[src/rtl/shift_pkg.sv]
// Shared definitions for the serial LED shift-register link (transmitter and receiver top).
package shift_pkg;

  // Transmitter control states.
  typedef enum logic {
    IDLE  = 1'b0,
    SHIFT = 1'b1
  } tx_state_t;

  // Default link geometry, shared with the receiver top.
  localparam int SHIFT_WIDTH_DEFAULT = 8;
  localparam int HALF_DEFAULT        = 4;

endpackage

[src/rtl/shift_tx8b_bit_tick_gen.sv]
// Bit-period timing for shift_tx8b: half counter, sclk level and end-of-bit strobe.
// A bit period is 2*HALF clk cycles; sclk is high for the first HALF of them.
module bit_tick_gen #(
  parameter int HALF = 4
) (
  input  logic clk,
  input  logic rst,
  input  logic clear,    // word accepted: restart timing at the first high phase
  input  logic run,      // transmitter is shifting
  input  logic last,     // current bit is the final bit of the frame
  output logic sclk,
  output logic bit_end
);

  localparam int CW = $clog2(2 * HALF);
  localparam logic [CW-1:0] HC_LAST = CW'(2 * HALF - 1);
  localparam logic [CW-1:0] HALF_V  = CW'(HALF);

  logic [CW-1:0] hc_r;
  logic [CW-1:0] hc_inc_s;
  logic          sclk_r;

  assign hc_inc_s = hc_r + {{(CW-1){1'b0}}, 1'b1};
  assign bit_end  = run & (hc_r == HC_LAST);
  assign sclk     = sclk_r;

  // Half counter and registered sclk; sclk is computed for the cycle the counter moves into.
  always_ff @(posedge clk) begin
    if (rst) begin
      hc_r   <= {CW{1'b0}};
      sclk_r <= 1'b0;
    end else if (clear) begin
      hc_r   <= {CW{1'b0}};
      sclk_r <= 1'b1;
    end else if (run) begin
      if (hc_r == HC_LAST) begin
        hc_r   <= {CW{1'b0}};
        // next bit opens with a high phase unless the frame is finishing
        sclk_r <= ~last;
      end else begin
        hc_r   <= hc_inc_s;
        sclk_r <= (hc_inc_s < HALF_V);
      end
    end else begin
      hc_r   <= {CW{1'b0}};
      sclk_r <= 1'b0;
    end
  end

endmodule

[src/rtl/shift_tx8b.sv]
// Parallel-in, serial-out transmitter for the serial LED shift register.
// Accepts a word on load && ready, shifts it out MSB first with a generated sclk,
// and mirrors the live shift register on led_out.
module shift_tx8b
  import shift_pkg::*;
#(
  parameter int WIDTH = SHIFT_WIDTH_DEFAULT,
  parameter int HALF  = HALF_DEFAULT
) (
  input  logic             clk,
  input  logic             rst,
  input  logic [WIDTH-1:0] din,
  input  logic             load,
  output logic             ready,
  output logic             sout,
  output logic             sclk,
  output logic             done,
  output logic [WIDTH-1:0] led_out
);

  localparam int BW = $clog2(WIDTH);
  localparam logic [BW-1:0] BIT_LAST = BW'(WIDTH - 1);

  tx_state_t        state_r;
  logic [WIDTH-1:0] shreg_r;
  logic [BW-1:0]    bitcnt_r;
  logic             ready_r;
  logic             done_r;

  logic accept_s;
  logic run_s;
  logic last_bit_s;
  logic bit_end_s;
  logic sclk_s;

  assign accept_s   = load & ready_r;
  assign run_s      = (state_r == SHIFT);
  assign last_bit_s = (bitcnt_r == BIT_LAST);

  bit_tick_gen #(
    .HALF (HALF)
  ) u_tick (
    .clk     (clk),
    .rst     (rst),
    .clear   (accept_s),
    .run     (run_s),
    .last    (last_bit_s),
    .sclk    (sclk_s),
    .bit_end (bit_end_s)
  );

  // The shift register is all zeros whenever the block is idle (reset or fully
  // shifted out), so its MSB doubles as the serial output in both states.
  assign sout    = shreg_r[WIDTH-1];
  assign sclk    = sclk_s;
  assign ready   = ready_r;
  assign done    = done_r;
  assign led_out = shreg_r;

  // Control FSM with shift register, bit counter and registered ready/done.
  always_ff @(posedge clk) begin
    if (rst) begin
      state_r  <= IDLE;
      shreg_r  <= {WIDTH{1'b0}};
      bitcnt_r <= {BW{1'b0}};
      ready_r  <= 1'b1;
      done_r   <= 1'b0;
    end else begin
      case (state_r)
        IDLE: begin
          done_r <= 1'b0;
          if (load) begin
            shreg_r  <= din;
            bitcnt_r <= {BW{1'b0}};
            ready_r  <= 1'b0;
            state_r  <= SHIFT;
          end else begin
            ready_r  <= 1'b1;
            state_r  <= IDLE;
          end
        end
        SHIFT: begin
          if (bit_end_s) begin
            shreg_r <= {shreg_r[WIDTH-2:0], 1'b0};
            if (last_bit_s) begin
              // counter is cleared rather than allowed to wrap
              bitcnt_r <= {BW{1'b0}};
              ready_r  <= 1'b1;
              done_r   <= 1'b1;
              state_r  <= IDLE;
            end else begin
              bitcnt_r <= bitcnt_r + {{(BW-1){1'b0}}, 1'b1};
              done_r   <= 1'b0;
            end
          end else begin
            done_r <= 1'b0;
          end
        end
        default: begin
          state_r  <= IDLE;
          shreg_r  <= {WIDTH{1'b0}};
          bitcnt_r <= {BW{1'b0}};
          ready_r  <= 1'b1;
          done_r   <= 1'b0;
        end
      endcase
    end
  end

endmodule

[config.mk]
export PLATFORM = sky130hd
export DESIGN_NAME = shift_tx8b
export DESIGN_NICKNAME = d
export VERILOG_FILES = /design/src/rtl/shift_pkg.sv /design/src/rtl/shift_tx8b_bit_tick_gen.sv /design/src/rtl/shift_tx8b.sv
export SDC_FILE = /design/constraint.sdc
export NUM_CORES = 1
export LEC_CHECK = 0
export CORE_MARGIN = 4
export CORE_UTILIZATION = 60
export CTS_CLUSTER_DIAMETER = 100
export CTS_CLUSTER_SIZE = 28
export DETAILED_ROUTE_END_ITERATION = 16
export DONT_BUFFER_PORTS = 1
export GPL_ROUTABILITY_DRIVEN = 0
export GPL_TIMING_DRIVEN = 0
export PLACE_DENSITY = 0.82
export SETUP_SLACK_MARGIN = 0.02
export SLEW_MARGIN = 5
export SYNTH_ARGS = -nofsm -noshare
export SYNTH_HDL_FRONTEND = slang
export SYNTH_SLANG_ARGS = --single-unit
export TNS_END_PERCENT = 50
[constraint.sdc]
create_clock -name clk -period 2.3 [get_ports clk]
set_input_delay 0.23 -clock clk [delete_from_list [all_inputs] [get_ports clk]]
set_output_delay 0.23 -clock clk [all_outputs]
set_load 0.01 [all_outputs]
# Yosys cells after proc, flatten, opt, wreduce, memory -nomap -nowiden
# Cells that the tools add are included.
classes:
  addsub: 2
  n_mul: 0
  div_mod_pow: 0
  order_cmp: 1
  eq_ne: 5
  shifts: 0
  n_mux: 21
  n_bitwise: 4
  n_reduce_logical: 3
op_table:
  columns: ["operator", "count"]
  rows:
  - ["2-to-1 mux 8 bit", 2]
  - ["one-hot mux 8 bit (2 select lines)", 1]
  - ["2-to-1 mux 1 bit", 11]
  - ["2-to-1 mux 3 bit", 3]
  - ["adder 3 x 1 -> 3 bit, second input constant", 2]
  - ["equality test 3 bit, second input constant", 2]
  - ["one-hot mux 1 bit (2 select lines)", 3]
  - ["one-hot mux 3 bit (2 select lines)", 1]
  - ["inequality test 2 x 1 -> 1 bit, second input constant", 2]
  - ["AND reduction 2 bit", 2]
  - ["OR reduction 4 bit", 1]
  - ["< comparator 3 bit, second input constant", 1]
  - ["AND 1 bit", 2]
  - ["inequality test 2 bit, second input constant", 1]
  - ["NOT 1 bit", 2]
word_totals:
  regBits: 18
  latch_bits: 0
  ramBits: 0
  romBits: 0
  out_inout_bits: 12
  mem_count: 0

# Depth between registers and ports, before layout
# Gate-level depths: netlist of run 1.
logic_depth:
  ltp_word: 5
  ltp_mapped: 7
  mapped_depth_nobuf: 5

# By module
# A second synthesis of run 1 with hierarchy kept.
hier_totals:
  hier_cells: 78
  area_unflattened_um2: 815.8
by_module_without_submodules:
  columns: ["mod", "n_inst", "cells_each", "area_per_inst_um2", "seq_area_each_um2"]
  rows:
  - ["shift_tx8b", 1, 63, 636.9, 280.3]
  - ["bit_tick_gen", 1, 15, 178.9, 80.1]

# Worst setup path before layout of run 1
# No wires, ideal clock.
synth_timing:
  path_type: "register -> register"
  startpoint: "reg u_tick.hc_r[0]"
  endpoint: "reg shreg_r[7], in the netlist led_out[7]"
  setup_ps: 123
  t_arrival_ps: 1383
  required_time_ps: 2177
  setup_slack_ps: 794
  path_stages_with_launch: 8
  n_path_buf: 2
  synth_period_minus_slack_ps: 1506
  cell_sequence: "dfxtp_1 ha_1 ha_1 buf_2 mux2_4 buf_6 nor2_1 a211oi_2"
synth_between:
  elab_chain_cells: 4
synth_lines:
  columns: ["element", "line", "text"]
  rows:
  - ["from (decl)", "shift_tx8b_bit_tick_gen.sv:19", "logic [CW-1:0] hc_r;"]
  - ["from (signal assigned)", "shift_tx8b_bit_tick_gen.sv:30", "hc_r <= {CW{1'b0}};"]
  - ["from (signal assigned)", "shift_tx8b_bit_tick_gen.sv:33", "hc_r <= {CW{1'b0}};"]
  - ["from (signal assigned)", "shift_tx8b_bit_tick_gen.sv:37", "hc_r <= {CW{1'b0}};"]
  - ["equality test 3 bit", "shift_tx8b_bit_tick_gen.sv:24", "assign bit_end = run & (hc_r == HC_LAST);"]
  - ["AND 1 bit", "shift_tx8b_bit_tick_gen.sv:24", null]
  - ["inequality test 2 x 1 -> 1 bit (no line)", null, null]
  - ["AND reduction 2 bit (no line)", null, null]
  - ["to (signal assigned)", "shift_tx8b.sv:64", "shreg_r <= {WIDTH{1'b0}};"]
  - ["to (signal assigned)", "shift_tx8b.sv:73", "shreg_r <= din;"]
  - ["to (signal assigned)", "shift_tx8b.sv:84", "shreg_r <= {shreg_r[WIDTH-2:0], 1'b0};"]
  - ["to (decl)", "shift_tx8b.sv:25", "logic [WIDTH-1:0] shreg_r;"]
# No other way between the ends.
# A chain may end at the register's enable or synchronous reset.

# Final worst setup path of run 1
# Ends and elaborated chain as after synthesis.

==> metrics.md, run 1 <==
| Metric | Value |
|---|---|
| Final worst path period share | 70.0% |
| Final slew viol count | 0 |
| Worst-margin pin slew | 0.449 ns |
| Initial antenna violation count | 0 |
| Depth of the CTS H-tree | 1 |
| Max clock buf depth | 2 |
| Required @ worst endpoint | 2.48 ns |
| Max-slew headroom | 70.0% |
| PostCTS Resize Cnt | 0 |
| Share of cells above drive strength 1 | 23.5% |
| Iter 0 DRT Violations | 23 |
| YS warnings | 0 |
| Worst Skew | 0.00891 ns |
| End of the worst register-to-register path | led_out[7]$_SDFFE_PP0P_ |
| Post-CTS setup buffer count | 0 |
| Hold Crit Depth | 2 |
| Hold Fails Final Rpt | 0 |
| CTS Hold Bufs | 0 |
| Gr usage total | 18.5% |
| Largest net degree at the start of global routing | 11 |
| RSZ-0062 raised after global routing | false |
| Sink Count | 18 |
| FF+latch area | 360 sq um |
| Core box area | 1320 sq um |
| Synthesis-stage register bit count | 18 |
| Total Die Area | 2060 sq um |
| Synth top area share | 42.9% |
| Critical Path Source | u_tick.hc_r[0]$_SDFF_PP0_ |
| Register area share after synthesis | 42.9% |
| Via density | 6.08 |
| Worst setup EP type | register |
| Area occupied by multi-input gates | 427 sq um |
| Global-route wire length before repair | 2630 um |
| Post-synthesis instance total | 78 |
| Avg Inst Size Synth | 10.8 sq um |
| Critical path class | reg -> reg |
| Total power | 0.000569 W |
| Wirelength per Cell | 16.2 um |
| Number of diodes | 0 |
| Dpl ws | 0.685 ns |
| Critical path endpoint | led_out[7]$_SDFFE_PP0P_ |
| Final WL | 1550 um |
| GRT overflow | 0 |
| # rows | 13 |
| Area of the mapped netlist | 840 sq um |
| Antenna viol nets, final | 0 |
| CTS root buffer | clkbuf_4 |
| Worst-path maximum fanout | 10 |
| Starting Density | 63.7% |
| Leading area contributor after synthesis | dfxtp_1 |
| Layout Nets | 99 |
| IO Port Bufs | 0 |
| HP Class | in -> reg |
| Worst R2R Setup Slack | 0.69 ns |
| Most common library cell in the layout ignoring fill and taps | dfxtp_1 |
| Slack of the critical path | 0.689 ns |
| Peak VDD IR | 0.447 mV |
| Synth area leaders | dfxtp_1, a211oi_2, mux2i_1 |
| CTS tree | built |
| # fillers | 112 |
| Vias | 584 |
| Final Critical Period | 1.61 ns |
| Setup TNS | 0 ns |
| Worst Reg-to-Reg Cells | 7 |
| Leak | 0.362 nW |
| Yosys cell types | 23 |
| Most frequent cells in the layout | dfxtp_1, nor2_1, mux2i_1, a211oi_2, ha_1 |
| Ports | 23 |
| Status | finished clean |
| Reg-to-Reg Start | u_tick.hc_r[0]$_SDFF_PP0_ |
| Remaining routing DRC violations | 0 |
| Mapped Nets | 94 |
| Die X | 45.4 um |
| Clock Latency Late Sink | 0.29 ns |
| PwrDens | 645 nW/um^2 |
| Dpl cell area | 858 sq um |
| Design area | 881 sq um |
| Die Y | 45.4 um |
| # Max-Cap Violations | 0 |
| CP Data Arrival Time | 1.79 ns |
| Clock-pin slew on the worst setup and hold paths | 0.10 ns |
| Drt pass-1 iters | 4 |
| Area grow syn2layout | 4.92% |
| Fmax | 621 MHz |
| DP HPWL | 1140 um |
| Vias in the first global route | 575 |
| CTS Buf Count | 3 |
| Crit start category | register |
| # setup viols final | 0 |
| Hold_ws | 0.102 ns |
==> flip-flops by register name, indices dropped and copies added, names as in the netlist <==
register,flops
led_out,8
ready,1
u_tick.sclk,1
run_s,1
u_tick.hc_r,3
bitcnt_r,3
done,1
==> synthesized netlist by cell type <==
cell type	number
a2111oi_2	1
a211oi_2	8
a21o_1	1
a21oi_1	2
a32oi_1	3
and2_1	2
buf_2	3
buf_4	1
buf_6	2
clkbuf_1	1
dfxtp_1	18
ha_1	5
inv_1	1
mux2_4	1
mux2i_1	8
nand2_1	3
nand2b_1	1
nand3_1	1
nand3b_1	1
nand4b_1	1
nor2_1	12
nor2b_1	1
nor3b_1	1
==> cell families after synthesis <==
group,after synthesis,share of synthesized area (%)
AO/OA/AOI/OAI,15,18.9
adder cells (fa/ha/maj),5,7.45
buffers and inverters,8,6.26
flip-flops,18,42.9
multiplexers,9,11.3
AND/OR/NAND/NOR,23,13.1
==> metal layers <==
metal  vias up  global-route usage, %  share of wire (%)
met5         -                      0                  0
met1       272                   24.0                 43
met3         4                   5.14                6.6
li1        286                      -                  -
met2        22                   26.5                 47
met4         0                   12.3                2.7
==> worst min-delay path by stage <==
stage / slack, ns / startpoint / to
after floorplan: 0.36 / load / u_tick.sclk$_SDFF_PP0_
final: 0.10 / load / u_tick.sclk$_SDFF_PP0_
after CTS: 0.09 / load / u_tick.sclk$_SDFF_PP0_
after global routing: 0.10 / load / ready$_SDFFE_PP1P_
after detailed placement: 0.39 / load / u_tick.sclk$_SDFF_PP0_
after global placement: 0.38 / load / u_tick.sclk$_SDFF_PP0_
==> cell type report <==
cell class                      count  area share, %
Buffer                              7           5.54
Multi-Input combinational cell     52           48.4
Clock buffer                        3           2.56
Sequential cell                    18           40.9
Inverter                            1          0.426
Tap cell                           15           2.13
==> report_power, final <==
group | switching (W) | total (W) | internal (W)
combinational | 0.0000413 | 0.0000748 | 0.0000335
sequential | 0.0000183 | 0.000346 | 0.000327
clock | 0.0000872 | 0.000148 | 0.0000608
==> stage by stage <==
| step | cells | util, % |
|---|---|---|
| 2_1_floorplan | 78 | - |
| 5_1_grt | 96 | 66.9 |
| 6_report | 96 | 66.9 |
| 3_3_place_gp | 93 | 65.1 |
| 4_1_cts | 96 | 66.9 |
| 3_5_place_dp | 93 | 65.1 |
==> critical path, stage by stage, from the launching register on <==
cell,delay [ns]
dfxtp_1,0.32
ha_1,0.20
ha_1,0.17
buf_2,0.17
mux2_4,0.31
buf_6,0.16
nor2_1,0.13
a211oi_2,0.06
No activity file was read; power rests on OpenSTA's default activity.
==> inputs of run 2 (changes only) <==
--- a/config.mk
+++ b/config.mk
@@ -6,14 +6,14 @@
 export NUM_CORES = 1
 export LEC_CHECK = 0
 export CORE_MARGIN = 4
-export CORE_UTILIZATION = 60
+export CORE_UTILIZATION = 59
 export CTS_CLUSTER_DIAMETER = 100
 export CTS_CLUSTER_SIZE = 28
 export DETAILED_ROUTE_END_ITERATION = 16
 export DONT_BUFFER_PORTS = 1
 export GPL_ROUTABILITY_DRIVEN = 0
 export GPL_TIMING_DRIVEN = 0
-export PLACE_DENSITY = 0.82
+export PLACE_DENSITY = 0.81
 export SETUP_SLACK_MARGIN = 0.02
 export SLEW_MARGIN = 5
 export SYNTH_ARGS = -nofsm -noshare
==> constraint.sdc (replaced) <==
create_clock -name clk -period 1.5 [get_ports clk]
set_input_delay 0.15 -clock clk [delete_from_list [all_inputs] [get_ports clk]]
set_output_delay 0.15 -clock clk [all_outputs]
set_load 0.01 [all_outputs]
==> run 2 against run 1 <==
Non-clock buffer count is 4 higher. Core utilization rose by 12 points. Largest cell class unchanged. Critical path depth is the same. Flip-flop and latch count is the same. Worst hold slack worse by 0.084 ns. Sequential power increased by 55%. Sequential share of layout area shrank 6.0 points. Via count grew 7.9%. Combinational power increased by 90%.
==> metrics.md, run 2 (same netlist as run 1, synthesis figures left out) <==
| Metric | Value |
|---|---|
| Vias in the first global route | 613 (+6.6%) |
| Hold path start | load |
| DP HPWL | 1140 um (-0.38%) |
| Antenna viol nets, final | 0 (unchanged) |
| CTS root buffer | clkbuf_4 |
| Combinational share of power | 14.4% (+1.2 points) |
| Dpl cells | 93 (unchanged) |
| Design area | 1030 sq um (+17%) |
| Wirelength per Cell | 19.2 um (+19%) |
| Max-slew headroom | 68.1% (-1.9 points) |
| Largest register FFs | 8 (unchanged) |
| Global-route wire length before repair | 2840 um (+8.1%) |
| Hold Fails Final Rpt | 0 (unchanged) |
| Initial antenna violation count | 0 (unchanged) |
| CTS tree | built |
| Clock Latency Late Sink | 0.31 ns (+0.02 ns) |
| Worst-margin pin slew | 0.478 ns (+0.0289 ns) |
| Starting Density | 63.7% (unchanged) |
| PwrDens | 954 nW/um^2 (+48%) |
| Most frequent CP cell | ha_4 |
| Number of diodes | 0 (unchanged) |
| Via density | 6.24 (+2.5%) |
| Worst-path maximum fanout | 4 (-6) |
| Fmax | 686 MHz (+11%) |
| HP Class | in -> reg |
| Clock-pin slew on the worst setup and hold paths | 0.10 ns (about the same) |
| Hold endpoint | run_s$_SDFF_PP0_ |
| Dpl cell area | 876 sq um (+2.0%) |
| Ports | 23 (unchanged) |
| # setup viols final | 0 (unchanged) |
| Peak VDD IR | 0.798 mV (+79%) |
| Status | finished clean |
| Clock power share | 31.4% (+5.4 points) |
| # rows | 13 (unchanged) |
| Max clock buf depth | 2 (unchanged) |
| CP Data Arrival Time | 1.65 ns (-0.14 ns) |
| Area grow syn2layout | 23.2% |
| Slowest cell on crit path | dfxtp_2 |
| Non-filler instance count after layout | 101 (+5.2%) |
| Top delay family on crit path | flip-flops |
| Worst Path Buf+Inv | 2 (unchanged) |
| GRT overflow | 0 (unchanged) |
| Final WL | 1940 um (+25%) |
| Final slew viol count | 0 (unchanged) |
| Remaining routing DRC violations | 0 (unchanged) |
| Core box area | 1320 sq um (unchanged) |
| Final worst path period share | 97.1% (+27 points) |
| Required @ worst endpoint | 1.69 ns (-0.79 ns) |
| Sequential share of power | 54.2% (-6.6 points) |
| Most common library cell in the layout ignoring fill and taps | dfxtp_1 |
| Layout Nets | 103 (+4.0%) |
| CTS Hold Bufs | 0 (unchanged) |
| IO Port Bufs | 0 (unchanged) |
| Setup TNS | 0 ns (unchanged) |
| Final Critical Period | 1.46 ns (-0.154 ns) |
| Reg-to-Reg Start | u_tick.hc_r[0]$_SDFF_PP0_ |
| Hold Crit Depth | 2 (unchanged) |
| Die X | 45.7 um (+0.69%) |
| Worst setup EP type | register |
| CP Cell Sequence | ha_4 > ha_4 > buf_12 > buf_4 > nand2b_4 > a32oi_2 > nor2_1 |
| Total Die Area | 2090 sq um (+1.4%) |
| Switching Fraction | 26.9% (+1.1 points) |
| Max incr delay on CP | 0.35 ns (+0.03 ns) |
| Largest net degree at the start of global routing | 11 (unchanged) |
| Worst R2R Setup Slack | 0.04 ns (-0.65 ns) |
| Gr usage total | 19.3% (+0.75 points) |
| Worst Skew | 0.00827 ns (-0.000639 ns) |
| # Max-Cap Violations | 0 (unchanged) |
| CTS Buf Count | 3 (unchanged) |
| Die Y | 45.7 um (+0.69%) |
| Psw | 0.000266 W (+81%) |
| Leak | 0.399 nW (+10%) |
| Share of cells above drive strength 1 | 37.2% (+14 points) |
| Sink Count | 18 (unchanged) |
| Iter 0 DRT Violations | 10 (-57%) |
| Vias | 630 (+7.9%) |
| Int Pwr | 0.000722 W (+71%) |
| Drt pass-1 iters | 4 (unchanged) |
| Most frequent cells in the layout | dfxtp_1, nor2_1, a211oi_2, mux2i_1, buf_4 |
| Crit start category | register |
| Worst Reg-to-Reg Cells | 7 (unchanged) |
| End of the worst register-to-register path | u_tick.sclk$_SDFF_PP0_ |
| Critical path class | reg -> reg |
| Depth of the CTS H-tree | 1 (unchanged) |
[run 2: cell types whose count changed in the layout (fill, tap and decap cells not counted), sizes merged]
cell and change:
buf +4, clkbuf +1
[run 2: worst max-delay path by stage]
stage | from | endpoint | slack (ns) | cells after the start
2_1_floorplan | u_tick.hc_r[0]$_SDFF_PP0_ | bitcnt_r[0]$_SDFFE_PP0P_ | 0.03 | 6
3_3_place_gp | u_tick.hc_r[0]$_SDFF_PP0_ | bitcnt_r[0]$_SDFFE_PP0P_ | -0.02 | 6
3_5_place_dp | u_tick.hc_r[0]$_SDFF_PP0_ | bitcnt_r[0]$_SDFFE_PP0P_ | -0.04 | 6
4_1_cts | u_tick.hc_r[0]$_SDFF_PP0_ | led_out[1]$_SDFFE_PP0P_ | 0.04 | 5
5_1_grt | u_tick.hc_r[0]$_SDFF_PP0_ | u_tick.sclk$_SDFF_PP0_ | -0.02 | 7
6_report | u_tick.hc_r[0]$_SDFF_PP0_ | u_tick.sclk$_SDFF_PP0_ | 0.04 | 7
[run 2: through the flow]
step           worst slack [ns]  total power (W)  hold WS (ns)  util [%]
2_1_floorplan            0.0305         0.000640         0.283         -
3_3_place_gp            -0.0239         0.000657         0.308      66.5
3_5_place_dp            -0.0372         0.000663         0.320      66.5
4_1_cts                  0.0416         0.000980       0.00698      75.9
5_1_grt                 -0.0186          0.00103        0.0379      78.5
6_report                 0.0429         0.000987        0.0184      78.5
[run 2: area by class of cell]
cell class / instances / area, sq um
inverter: 1 / 3.75
multi-input combinational: 52 / 497
timing repair buffer: 5 / 70.1
tap: 15 / 18.8
buffer: 6 / 47.5
clock buffer: 4 / 36.3
sequential: 18 / 362
fill: 90 / 283
[run 2: routing by layer]
layer,global-route usage (%),up-vias,routed length [um]
met5,0,-,0
met4,8.52,0,51
met3,4.35,7,144
met2,28.1,26,941
met1,26.9,300,804
li1,-,297,-
[run 2: power groups by stage]
| stage | sequential (W) | clock [W] | combinational [W] |
|---|---|---|---|
| after floorplan | 0.000538 | 0 | 0.000102 |
| after global placement | 0.000543 | 0 | 0.000114 |
| after detailed placement | 0.000544 | 0 | 0.000119 |
| after CTS | 0.000534 | 0.000309 | 0.000137 |
| after global routing | 0.000538 | 0.000336 | 0.000155 |
| final | 0.000535 | 0.000310 | 0.000142 |
[run 2: what timing repair did]
| item | in CTS | in global routing |
|---|---|---|
| setup buffers | 4 | 0 |
| setup endpoints to repair | 8 | 10 |
| cloned | 1 | 0 |
| resized for setup | 4 | 6 |
| pin swaps | 1 | 3 |
==> inputs of run 3 (changes only) <==
--- a/config.mk
+++ b/config.mk
@@ -5,7 +5,7 @@
 export SDC_FILE = /design/constraint.sdc
 export NUM_CORES = 1
 export LEC_CHECK = 0
-export CORE_MARGIN = 4
+export CORE_MARGIN = 5
 export CORE_UTILIZATION = 59
 export CTS_CLUSTER_DIAMETER = 100
 export CTS_CLUSTER_SIZE = 28
@@ -13,7 +13,8 @@
 export DONT_BUFFER_PORTS = 1
 export GPL_ROUTABILITY_DRIVEN = 0
 export GPL_TIMING_DRIVEN = 0
-export PLACE_DENSITY = 0.81
+export PLACE_DENSITY = 0.83
+export RECOVER_POWER = 50
 export SETUP_SLACK_MARGIN = 0.02
 export SLEW_MARGIN = 5
 export SYNTH_ARGS = -nofsm -noshare
==> run 3 against run 2 <==
Worst hold slack got worse by 0.0041 ns. Combinational power fell by 6%. Cell area fell by 5.9%. Largest cell class unchanged. Highest routed layer unchanged. Critical path depth fell by 2. Largest power group unchanged. Cell count fell by 0.99%.
==> metrics.md, run 3 (same netlist as run 1, synthesis figures left out) <==
| Metric | Value |
|---|---|
| Status | finished clean |
| Final slew viol count | 0 (unchanged) |
| HP Class | in -> reg |
| Number of diodes | 0 (unchanged) |
| Fmax | 707 MHz (+3.0%) |
| Worst Path Buf+Inv | 1 (-1) |
| Top delay family on crit path | flip-flops |
| # Max-Cap Violations | 0 (unchanged) |
| Critical path class | reg -> reg |
| Global-route wire length before repair | 2690 um (-5.3%) |
| Max clock buf depth | 2 (unchanged) |
| Worst Reg-to-Reg Cells | 5 (-2) |
| Clock-pin slew on the worst setup and hold paths | 0.10 ns (about the same) |
| Initial antenna violation count | 0 (unchanged) |
| Starting Density | 63.7% (unchanged) |
| Hold Fails Final Rpt | 0 (unchanged) |
| Worst R2R Setup Slack | 0.08 ns (+0.04 ns) |
| Final Critical Period | 1.42 ns (-0.0419 ns) |
| CP Data Arrival Time | 1.63 ns (-0.02 ns) |
| Antenna viol nets, final | 0 (unchanged) |
| Remaining routing DRC violations | 0 (unchanged) |
| CTS Hold Bufs | 0 (unchanged) |
| Die Y | 47.7 um (+4.4%) |
| Ports | 23 (unchanged) |
| Final WL | 1660 um (-15%) |
| Area grow syn2layout | 15.9% |
| CTS root buffer | clkbuf_4 |
| Setup TNS | 0 ns (unchanged) |
| CTS Buf Count | 3 (unchanged) |
| End of the worst register-to-register path | bitcnt_r[0]$_SDFFE_PP0P_ |
| Wirelength per Cell | 16.6 um (-14%) |
| Layout Nets | 103 (unchanged) |
| Most common library cell in the layout ignoring fill and taps | dfxtp_1 |
| Worst-path maximum fanout | 6 (+2) |
| Worst setup EP type | register |
| Core box area | 1320 sq um (unchanged) |
| Most frequent cells in the layout | dfxtp_1, mux2i_1, a211oi_2, nor2_1, nor2_2 |
| RSZ-0062 raised after global routing | false |
| Vias | 592 (-6.0%) |
| Leak | 0.384 nW (-3.8%) |
| Depth of the CTS H-tree | 1 (unchanged) |
| Vias in the first global route | 607 (-0.98%) |
| Critical Path Source | u_tick.hc_r[0]$_SDFF_PP0_ |
| Iter 0 DRT Violations | 5 (-5) |
| Gr usage total | 17.0% (-2.3 points) |
| Share of cells above drive strength 1 | 34.1% (-3.1 points) |
| DP HPWL | 1140 um (about the same) |
| # setup viols final | 0 (unchanged) |
| IO Port Bufs | 0 (unchanged) |
| Largest net degree at the start of global routing | 11 (unchanged) |
| Crit start category | register |
| Final worst path period share | 94.4% (-2.8 points) |
| Worst-margin pin slew | 0.400 ns (-0.0783 ns) |
| GRT overflow | 0 (unchanged) |
| Critical path endpoint | bitcnt_r[0]$_SDFFE_PP0P_ |
| # rows | 13 (unchanged) |
| CTS tree | built |
| Largest register FFs | 8 (unchanged) |
| Clock Latency Late Sink | 0.29 ns (-0.02 ns) |
| Final core utilization | 73.9% (-4.7 points) |
| Max-slew headroom | 73.3% (+5.2 points) |
| # fillers | 91 (+1.1%) |
| Worst Skew | 0.00484 ns (-0.00343 ns) |
| Slowest cell on crit path | dfxtp_2 |
| Most frequent CP cell | ha_4 |
| Die X | 47.7 um (+4.4%) |
| CP Cell Sequence | ha_4 > ha_4 > mux2_4 > buf_8 > a211oi_2 |
| Reg-to-Reg Start | u_tick.hc_r[0]$_SDFF_PP0_ |
| Required @ worst endpoint | 1.72 ns (+0.03 ns) |
| Total Die Area | 2280 sq um (+8.9%) |
| Drt pass-1 iters | 4 (unchanged) |
| Peak VDD IR | 0.527 mV (-34%) |
| Via density | 5.92 (-5.1%) |
| Sink Count | 18 (unchanged) |
| PwrDens | 927 nW/um^2 (-2.8%) |
| Max incr delay on CP | 0.35 ns (about the same) |
| Critical path depth | 5 (-2) |
run 3: what timing repair did:
| item | in CTS | in global routing |
|---|---|---|
| setup endpoints to repair | 8 | 10 |
| gates cloned | 1 | 0 |
| pin swaps | 1 | 0 |
| setup buffers | 4 | 0 |
| resized for setup | 6 | 2 |
| hold endpoints to repair | 0 | 0 |
run 3: cell type report:
class | instances | area (sq um) | area share (%)
buffer | 6 | 43.8 | 4.50
inverter | 1 | 3.75 | 0.386
clock buffer | 3 | 22.5 | 2.31
timing repair buffer | 5 | 61.3 | 6.30
sequential | 18 | 362 | 37.1
multi-input combinational | 52 | 462 | 47.4
tap | 15 | 18.8 | 1.93
run 3: where the power goes:
part / internal, W / leakage [nW] / switching [W]
Combinational: 0.0000665 / 0.222 / 0.0000679
Clock: 0.0000934 / 0.0138 / 0.000140
Sequential: 0.000502 / 0.148 / 0.0000326
run 3: metrics by stage:
step / hold WS [ns] / setup slack (ns) / cells / area (sq um) / total power, W
CTS: 0.0135 / 0.0264 / 100 / 965 / 0.000905
global route: 0.00984 / 0.0258 / 100 / 973 / 0.000941
detailed placement: 0.316 / -0.0391 / 93 / 876 / 0.000662
finish: 0.0143 / 0.0847 / 100 / 973 / 0.000903
floorplan: 0.283 / 0.0305 / 78 / 857 / 0.000640
global placement: 0.309 / -0.0182 / 93 / 876 / 0.000657
run 3: routing by layer:
layer	wire, um	global-route usage (%)	up-vias
met5	0	0	-
met1	803	21.7	279
li1	-	-	292
met2	714	26.1	18
met4	23	6.45	0
met3	117	6.02	3
run 3: worst register-to-register path: stages, from the launching register on:
cell and delay (ns):
dfxtp_2 0.35, ha_4 0.16, ha_4 0.17, mux2_4 0.32, buf_8 0.15, a211oi_2 0.19
run 3: worst min-delay path by stage:
stage	startpoint	endpoint	slack, ns	cells past startpoint
after floorplan	load	u_tick.sclk$_SDFF_PP0_	0.28	2
after global placement	load	u_tick.sclk$_SDFF_PP0_	0.31	2
after detailed placement	load	u_tick.sclk$_SDFF_PP0_	0.32	2
after CTS	load	u_tick.sclk$_SDFF_PP0_	0.01	2
after global routing	load	u_tick.sclk$_SDFF_PP0_	0.01	2
final	load	u_tick.sclk$_SDFF_PP0_	0.01	2
